### src/rtl/hazard_pkg.sv
// Shared definitions for the hazard sequencer: FSM state encoding, the
// default mul/div latency and the hard-wired zero register number.
package hazard_pkg;

  typedef enum logic [0:0] {
    RUN     = 1'b0,
    MD_WAIT = 1'b1
  } hz_state_t;

  localparam int MD_LATENCY_DEF = 4;

  localparam logic [4:0] ZERO_REG = 5'd0;

endpackage

### src/rtl/md_wait_counter.sv
// Mul/div wait counter.
//   clk      : clock
//   rst_n    : synchronous active-low reset, clears the count
//   load     : load MD_LATENCY-2 (start of a mul/div)
//   dec      : decrement by one (ignored when already zero)
//   cnt_zero : count is zero; marks the release cycle in MD_WAIT
module md_wait_counter #(
  parameter int MD_LATENCY = 4
) (
  input  logic clk,
  input  logic rst_n,
  input  logic load,
  input  logic dec,
  output logic cnt_zero
);

  localparam logic [3:0] LOAD_VAL = 4'(MD_LATENCY - 2);

  logic [3:0] cnt;

  always_ff @(posedge clk) begin
    if (!rst_n) begin
      cnt <= 4'd0;
    end else if (load) begin
      cnt <= LOAD_VAL;
    end else if (dec && (cnt != 4'd0)) begin
      cnt <= cnt - 4'd1;
    end
  end

  assign cnt_zero = (cnt == 4'd0);

endmodule

### src/rtl/hazard_ctrl.sv
// Stall/flush sequencer for the 5-stage pipeline.
// Detects load-use hazards, flushes IF/ID and ID/EX on a taken branch and
// holds the front of the pipeline while a multi-cycle mul/div sits in EX.
// Inputs : clk_i, rst_i (sync, active-low), IFID_RS/IFID_RT/IFID_UsesRT
//          (ID sources), IDEX_RT/IDEX_MemRead (EX load), md_start_i,
//          branch_taken_i.
// Outputs: PC_Write, IFID_Write, IDEX_Write (enables), IFID_Flush,
//          IDEX_Flush, EXMem_Flush (bubbles), md_busy_o, md_done_o,
//          stall_cnt_o (saturating count of cycles with PC_Write = 0).
// All control outputs are Mealy: combinational from state, counter and inputs.
module hazard_ctrl
  import hazard_pkg::*;
#(
  parameter int MD_LATENCY = MD_LATENCY_DEF,
  parameter int CNT_W      = 16
) (
  input  logic             clk_i,
  input  logic             rst_i,
  input  logic [4:0]       IFID_RS,
  input  logic [4:0]       IFID_RT,
  input  logic             IFID_UsesRT,
  input  logic [4:0]       IDEX_RT,
  input  logic             IDEX_MemRead,
  input  logic             md_start_i,
  input  logic             branch_taken_i,
  output logic             PC_Write,
  output logic             IFID_Write,
  output logic             IDEX_Write,
  output logic             IFID_Flush,
  output logic             IDEX_Flush,
  output logic             EXMem_Flush,
  output logic             md_busy_o,
  output logic             md_done_o,
  output logic [CNT_W-1:0] stall_cnt_o
);

  hz_state_t state, state_nxt;
  logic      load_use;
  logic      md_load;
  logic      md_dec;
  logic      cnt_zero;

  function automatic logic [CNT_W-1:0] sat_inc(input logic [CNT_W-1:0] v);
    return (&v) ? v : v + 1'b1;
  endfunction

  // A load into $zero never produces a value, so it cannot create a hazard.
  assign load_use = IDEX_MemRead && (IDEX_RT != ZERO_REG) &&
                    ((IDEX_RT == IFID_RS) || (IFID_UsesRT && (IDEX_RT == IFID_RT)));

  md_wait_counter #(
    .MD_LATENCY(MD_LATENCY)
  ) u_md_cnt (
    .clk      (clk_i),
    .rst_n    (rst_i),
    .load     (md_load),
    .dec      (md_dec),
    .cnt_zero (cnt_zero)
  );

  always_ff @(posedge clk_i) begin
    if (!rst_i) begin
      state <= RUN;
    end else begin
      state <= state_nxt;
    end
  end

  always_comb begin
    state_nxt   = state;
    PC_Write    = 1'b1;
    IFID_Write  = 1'b1;
    IDEX_Write  = 1'b1;
    IFID_Flush  = 1'b0;
    IDEX_Flush  = 1'b0;
    EXMem_Flush = 1'b0;
    md_busy_o   = 1'b0;
    md_done_o   = 1'b0;
    md_load     = 1'b0;
    md_dec      = 1'b0;
    // During reset the defaults above are forced regardless of inputs.
    if (rst_i) begin
      case (state)
        RUN: begin
          if (branch_taken_i) begin
            // Branch wins over everything sharing its EX slot.
            IFID_Flush = 1'b1;
            IDEX_Flush = 1'b1;
          end else if (md_start_i) begin
            PC_Write    = 1'b0;
            IFID_Write  = 1'b0;
            IDEX_Write  = 1'b0;
            EXMem_Flush = 1'b1;
            md_busy_o   = 1'b1;
            md_load     = 1'b1;
            state_nxt   = MD_WAIT;
          end else if (load_use) begin
            PC_Write   = 1'b0;
            IFID_Write = 1'b0;
            IDEX_Flush = 1'b1;
          end
        end
        MD_WAIT: begin
          if (!cnt_zero) begin
            PC_Write    = 1'b0;
            IFID_Write  = 1'b0;
            IDEX_Write  = 1'b0;
            EXMem_Flush = 1'b1;
            md_busy_o   = 1'b1;
            md_dec      = 1'b1;
          end else begin
            // Release cycle: result valid, ID instruction may still need
            // a load-use bubble; a held md_start_i is the same op, ignore it.
            md_done_o = 1'b1;
            state_nxt = RUN;
            if (load_use) begin
              PC_Write   = 1'b0;
              IFID_Write = 1'b0;
              IDEX_Flush = 1'b1;
            end
          end
        end
        default: state_nxt = RUN;
      endcase
    end
  end

  always_ff @(posedge clk_i) begin
    if (!rst_i) begin
      stall_cnt_o <= '0;
    end else if (!PC_Write) begin
      stall_cnt_o <= sat_inc(stall_cnt_o);
    end
  end

endmodule

### config.mk
export PLATFORM = sky130hd
export DESIGN_NAME = hazard_ctrl
export DESIGN_NICKNAME = d
export VERILOG_FILES = /design/src/rtl/hazard_pkg.sv /design/src/rtl/md_wait_counter.sv /design/src/rtl/hazard_ctrl.sv
export SDC_FILE = /design/constraint.sdc
export NUM_CORES = 1
export LEC_CHECK = 0
export BUFFER_PORTS_ARGS = -buffer_cell sky130_fd_sc_hd__buf_2
export CORE_UTILIZATION = 53
export CTS_BUF_LIST = sky130_fd_sc_hd__clkbuf_4 sky130_fd_sc_hd__clkbuf_8 sky130_fd_sc_hd__clkbuf_16
export CTS_CLUSTER_DIAMETER = 60
export DETAILED_ROUTE_END_ITERATION = 12
export MAX_ROUTING_LAYER = met4
export PLACE_DENSITY_LB_ADDON = 0.25
export SLEW_MARGIN = 20
export SYNTH_ARGS = -nofsm -noshare
export SYNTH_HDL_FRONTEND = slang
export SYNTH_SLANG_ARGS = --single-unit
### constraint.sdc
create_clock -name clk_i -period 4.7 [get_ports clk_i]
set_input_delay 0.94 -clock clk_i [delete_from_list [all_inputs] [get_ports clk_i]]
set_output_delay 0.94 -clock clk_i [all_outputs]
set_load 0.05 [all_outputs]
# ---- Word level (Yosys, flattened, before mapping)
# Index checks and enable logic that the tools add are counted.
dict set report classes {
  eq_ne 2
  reduce_logical 12
  add_sub_neg 2
  muxes 33
  n_bitwise 4
}
# operator count
set op_table {}
lappend op_table {{1-bit two-way mux} 27}
lappend op_table {{16-bit by 1-bit adder with 16-bit output, second input constant} 1}
lappend op_table {{16-bit AND reduction} 1}
lappend op_table {{5-bit == test} 2}
lappend op_table {{1-bit one-hot mux with 2 select lines} 4}
lappend op_table {{5-bit nonzero test} 1}
lappend op_table {{1-bit logical AND} 4}
lappend op_table {{4-bit zero test} 1}
lappend op_table {{2-bit two-way mux} 2}
lappend op_table {{1-bit NOT} 4}
lappend op_table {{4-bit nonzero test} 1}
lappend op_table {{4-bit by 1-bit subtractor with 4-bit output, second input constant} 1}
lappend op_table {{2-bit AND reduction} 1}
lappend op_table {{2-bit nonzero test} 1}
lappend op_table {{2-bit OR reduction} 1}
lappend op_table {{1-bit logical OR} 1}
dict set report totals {
  output_inout_bits 24
  inputBits 21
  ff_bits 21
  elab_cells 57
}

# ---- Depth between registers and ports, before layout
dict set report depth {
  word_depth 11
  depth_mapped 9
  mapped_depth_nobuf 8
}

# ---- Cells and area by module
# Synthesis repeated with hierarchy kept, for this count alone.
dict set report unflattened {
  cells_unflattened 150
  area_unflattened_um2 1257.5
}
# module area_each_um2 cells_per_inst n_inst seq_area_each_um2
set modules_own_cells {}
lappend modules_own_cells {hazard_ctrl 1052.3 126 1 340.3}
lappend modules_own_cells {md_wait_counter 205.2 24 1 80.1}

# ---- Least setup slack after synthesis
# No wires, ideal clock.
dict set report synth_path {
  path_kind {input to output}
  start {input port rst_i}
  end {output port md_done_o}
  cell_stages 3
  setup_slack_ns 0.908
  t_arrival_ns 2.852
  path_buffers 1
  required_time_ns 3.760
  cell_sequence {clkbuf_1 > inv_1 > nor4_1}
}
dict set report synth_via {
  elab_chain_len 1
}
# element line_no
set synth_lines {}
lappend synth_lines {{start: declaration} hazard_ctrl.sv:18} ;# input logic rst_i,
lappend synth_lines {{1-bit two-way mux} hazard_ctrl.sv:82} ;# if (rst_i) begin
lappend synth_lines {{end: declaration} hazard_ctrl.sv:33} ;# output logic md_done_o,
# Every way passes these cells.

# ---- Worst setup path in the final report
dict set report layout_path {
  start {input port IDEX_RT[1]}
  end {output port PC_Write}
}
dict set report layout_via {
  elab_chain_len 9
  elab_cells_between_ends 13
  classes_between {eq/ne (2); mux (6); reduce/logical (5)}
}
# element line_no
set layout_lines {}
lappend layout_lines {{start: declaration} hazard_ctrl.sv:22} ;# input logic [4:0] IDEX_RT,
lappend layout_lines {{5-bit == test} hazard_ctrl.sv:49} ;# ((IDEX_RT == IFID_RS) || (IFID_UsesRT && (IDEX_RT == IFID_RT)));
lappend layout_lines {{1-bit logical AND} hazard_ctrl.sv:49}
lappend layout_lines {{1-bit logical OR} hazard_ctrl.sv:49}
lappend layout_lines {{1-bit logical AND *} hazard_ctrl.sv:48} ;# assign load_use = IDEX_MemRead && (IDEX_RT != ZERO_REG) &&
lappend layout_lines {{1-bit two-way mux *} {hazard_ctrl.sv:97, hazard_ctrl.sv:116}}
lappend layout_lines {{1-bit two-way mux} hazard_ctrl.sv:89} ;# end else if (md_start_i) begin
lappend layout_lines {{1-bit two-way mux} hazard_ctrl.sv:85} ;# if (branch_taken_i) begin
lappend layout_lines {{1-bit one-hot mux with 2 select lines *} hazard_ctrl.sv:83} ;# case (state)
lappend layout_lines {{1-bit two-way mux *} hazard_ctrl.sv:82}
lappend layout_lines {{end: declaration} hazard_ctrl.sv:26} ;# output logic PC_Write,
# Every way passes the cells marked *; elsewhere a longest branch is shown, timed or not.

==> impl_results.rst <==
.. list-table::
   :header-rows: 1

   * - Metric
     - Value
   * - Power share of the clock group
     - 0.264
   * - Share of async-settable or async-resettable flops after synthesis
     - 0
   * - Final standard cell count with taps included and fillers excluded
     - 221
   * - Placeable core region
     - 2280 um^2
   * - Starting density of the core
     - 0.574
   * - TritonCTS clock tree
     - built
   * - Hold/Removal Path Class
     - reg -> reg
   * - WHS Path Cells
     - 2
   * - Highest attainable clock frequency
     - 279 MHz
   * - Reg-to-reg setup timing slack
     - approximately 2.3 ns
   * - First-pass GRT wire length
     - 4910 um
   * - Global route total overflow
     - 0
   * - CTS clk-pin slew, worst paths
     - roughly 0.11 ns
   * - Fraction of the cycle the final worst path needs
     - 0.762
   * - Post-synthesis area per instance
     - 8.59 um^2
   * - Dominant synthesized flop cell
     - dfxtp_1
   * - Routability-driven placement congestion ratio
     - a little under 0.8
   * - Slowest cell on the critical path
     - or4_4
   * - Post-Place Cells
     - between 200 and 250
   * - Worst reg2reg path endpoint
     - stall_cnt_o[0]
   * - Worst relative slew slack
     - 0.338
   * - Final Hold Fails
     - 0
   * - Routed Antenna Nets
     - 0
   * - Total of max-cap violations
     - 0
   * - Vias per inst
     - approximately 6
   * - Pre-antenna DRT Iters
     - 4
   * - Net Sw Frac
     - 0.301
   * - Die area
     - 2670 um^2
   * - Max stage delay on crit path
     - roughly 0.54 ns
   * - Footprint of the multi-input gates
     - 817 um^2
   * - Number of synthesized register bits
     - 21
   * - Reg-to-reg critical path startpoint
     - stall_cnt_o[1]
   * - Number of warnings issued by yosys
     - 0
   * - Number of design rule violations left after detail routing
     - 0
   * - Comb pwr share
     - 0.212
   * - Ratio of total power to cell area
     - 227 nW/um^2
   * - Setup clock skew after layout
     - 0.000774 ns
   * - Library cell occupying the most area in the post-synthesis netlist
     - dfxtp_1
   * - Finish-stage setup viols
     - 0
   * - Setup tns final
     - 0 ns
   * - Wirelength, routed
     - 3010 um
   * - Total of cells resized after clock tree synthesis
     - 0
   * - Number of distinct library cell variants in the gate-level netlist after synthesis
     - 46
   * - Part of the power in registers
     - 0.524
   * - Ratio of cells with drive above 1 in the final layout
     - 0.306
   * - Share of the synthesized area in the top cell type
     - 0.322
   * - Worst-case setup slack after placement
     - 1.11 ns
   * - Cell chain of the critical path
     - buf_2 > or4_4 > o21a_1 > a21oi_4 > or2_2 > buf_2
   * - Worst min-delay path startpoint
     - stall_cnt_o[7]
   * - Crit Path Category
     - in -> out
   * - R2r worst-path depth
     - 7
   * - Worst vdd rail ir drop
     - 0.000194 V
   * - Ant diodes
     - 0
   * - Overall fraction of global-route tracks in use
     - 0.255
   * - Instance count of the mapped netlist
     - 152
   * - Finished layout cell area
     - between 1500 and 2000 um^2
   * - Hold_ws
     - 0.502 ns
   * - Cell row count
     - 17
   * - Routed wirelength normalized by instance count
     - 13.6 um
   * - Capture endpoint of the worst hold path
     - stall_cnt_o[7]
   * - Mapped Nets
     - 175
   * - Post-Synthesis Cell Area
     - 1310 um^2
   * - Design Power
     - 0.350 mW
   * - Die W
     - 51.6 um
   * - Total number of clock tree sinks
     - 21
   * - Largest net degree at the start of global routing
     - 19
   * - Clock insertion delay at the later pin of the skew report
     - around 0.30 ns
   * - Static leakage
     - 0.603 nW
   * - Total clock buffers created by CTS
     - 3
   * - NumNets Final
     - 217
   * - Post-Place Cell Area
     - approximately 1500 um^2
   * - Worst EP required
     - ~3.8 ns
   * - DP HPWL
     - 2300 um
   * - Type of origin of the critical path
     - input pin
   * - Cell Int Power
     - 0.244 mW
   * - Buffer levels on the longest clock path
     - 2
   * - Arrival time reported for the critical path endpoint
     - 2.64 ns
   * - Count of boundary I/O pins
     - 45
   * - Post-layout worst setup margin
     - 1.12 ns
   * - Crit Path Max Fanout
     - 18
   * - Register area
     - 420 um^2
   * - Count of hold buffers inserted by post-cts repair
     - 0
   * - DR iter-0 viols
     - 13
   * - Number of global-route vias before repair
     - 1142
   * - Port buffer count
     - 44
   * - Buffer cell driving the clock tree root
     - clkbuf_4
   * - Util after Layout
     - 0.677
   * - Postcts setup bufs
     - 0
   * - Number of pins exceeding their max-slew limit in the final report
     - 0
   * - Switching power
     - 0.105 mW
   * - Synth area leaders
     - dfxtp_1, xnor2_1, a21oi_1, nand2_1, nand3_1
   * - Setup repair after global routing missed its margin
     - no
   * - Final worst path period need
     - roughly 3.6 ns
   * - CTS H-tree depth
     - 1
   * - Number of antenna violations at the first check in global routing
     - 0
   * - Cell repeated most along the worst path
     - buf_2
   * - Result of the run
     - completed
   * - EDFF count, synth
     - 0
   * - Die H
     - 51.6 um
   * - Slew at the pin closest to its max-slew limit
     - 0.992 ns
   * - Register area share after synthesis
     - 0.322
   * - Count of fill cells added during filler insertion
     - just over 200
   * - Via count
     - roughly 1300
   * - Critical Path Sink Type
     - primary output
   * - Signed area change from the synthesized netlist to the final layout
     - 18.0%
Yosys cell counts (all sizes together) (2+ instances only):
| cell | count |
|---|---|
| dfxtp | 21 |
| a21oi | 15 |
| nand2 | 13 |
| xnor2 | 11 |
| nand3 | 9 |
| nor2 | 7 |
| o21ai | 6 |
| buf | 5 |
| inv | 5 |
| nand4 | 5 |
| o31ai | 5 |
| or4 | 5 |
| or3 | 4 |
| and3 | 3 |
| and4 | 3 |
| mux2i | 3 |
| nand4b | 3 |
| nor3 | 3 |
| o41ai | 3 |
| clkbuf | 2 |
| ha | 2 |
| nor3b | 2 |
| o311ai | 2 |
| or3b | 2 |
| xor2 | 2 |
power by group through the flow:
stage / combinational (mW) / clock [mW] / sequential (mW)
2_1_floorplan: 0.0549 / 0 / 0.189
3_3_place_gp: 0.0719 / 0 / 0.187
3_5_place_dp: 0.0741 / 0 / 0.187
4_1_cts: 0.0743 / 0.0963 / 0.183
5_1_grt: 0.0806 / 0.105 / 0.184
6_report: 0.0740 / 0.0923 / 0.183
per-layer routing:
layer	up-vias	wire, um	share of wire	track usage
li1	656	-	-	-
met5	-	0	0	-
met3	4	120	0.040	0.0526
met4	0	25	0.0083	0.0676
met1	613	1370	0.45	0.299
met2	29	1500	0.50	0.442
cell usage in the layout, fill, tap and decap left out, types with 2 or more instances in the layout:
cell type  instances
buf_2             44
nand4_1            5
clkbuf_4           4
nand2_1           13
inv_1              5
and3_1             3
xnor2_1           11
o21ai_2            3
nand3_1            9
dfxtp_1           21
o21ai_0            2
and4_1             3
xor2_1             2
a21oi_1           13
o311ai_1           2
mux2i_1            3
nor3b_1            2
ha_1               2
o31ai_1            5
or3_1              3
nor3_1             2
o41ai_1            3
or4_1              4
nand4b_1           3
nor2_1             7
flip-flops by register name, summed over array words and instances, names as in the netlist:
| name | count |
|---|---|
| stall_cnt_o | 16 |
| u_md_cnt.cnt | 4 |
| state | 1 |
worst max-delay path, delay by kind of cell:
family	cells	cell delay, ns
buffers and inverters	2	0.37
AND/OR/NAND/NOR	2	0.73
AO/OA/AOI/OAI	2	0.59
how the worst max path moves through the flow:
stage	start	endpoint	slack, ns	depth (start not counted)
6_report	IDEX_RT[1]	PC_Write	1.12	6
5_1_grt	IDEX_RT[1]	PC_Write	1.01	6
4_1_cts	IDEX_RT[1]	PC_Write	1.11	6
3_5_place_dp	IDEX_RT[1]	PC_Write	1.11	6
3_3_place_gp	IDEX_RT[1]	PC_Write	1.14	6
2_1_floorplan	rst_i	md_done_o	0.91	3
kinds of logic after synthesis:
| family | after synthesis | share of synthesized area |
|---|---|---|
| DFF | 21 | 0.322 |
| muxes | 3 | 0.0230 |
| xor gates and xnor gates | 13 | 0.0872 |
| and+or+nand+nor | 62 | 0.277 |
| adders and majority gates | 2 | 0.0192 |
| buffers and inverters | 12 | 0.0527 |
| AOI/OAI and AO/OA | 39 | 0.219 |
area by class of cell:
type                            count  share of cell area
Sequential cell                    21               0.273
Clock buffer                        4              0.0195
Timing Repair Buffer               44               0.143
Multi-Input combinational cell    119               0.530
Inverter                            5              0.0122
Tap cell                           28              0.0227
Note: power is estimated with default switching activity, not from simulation.
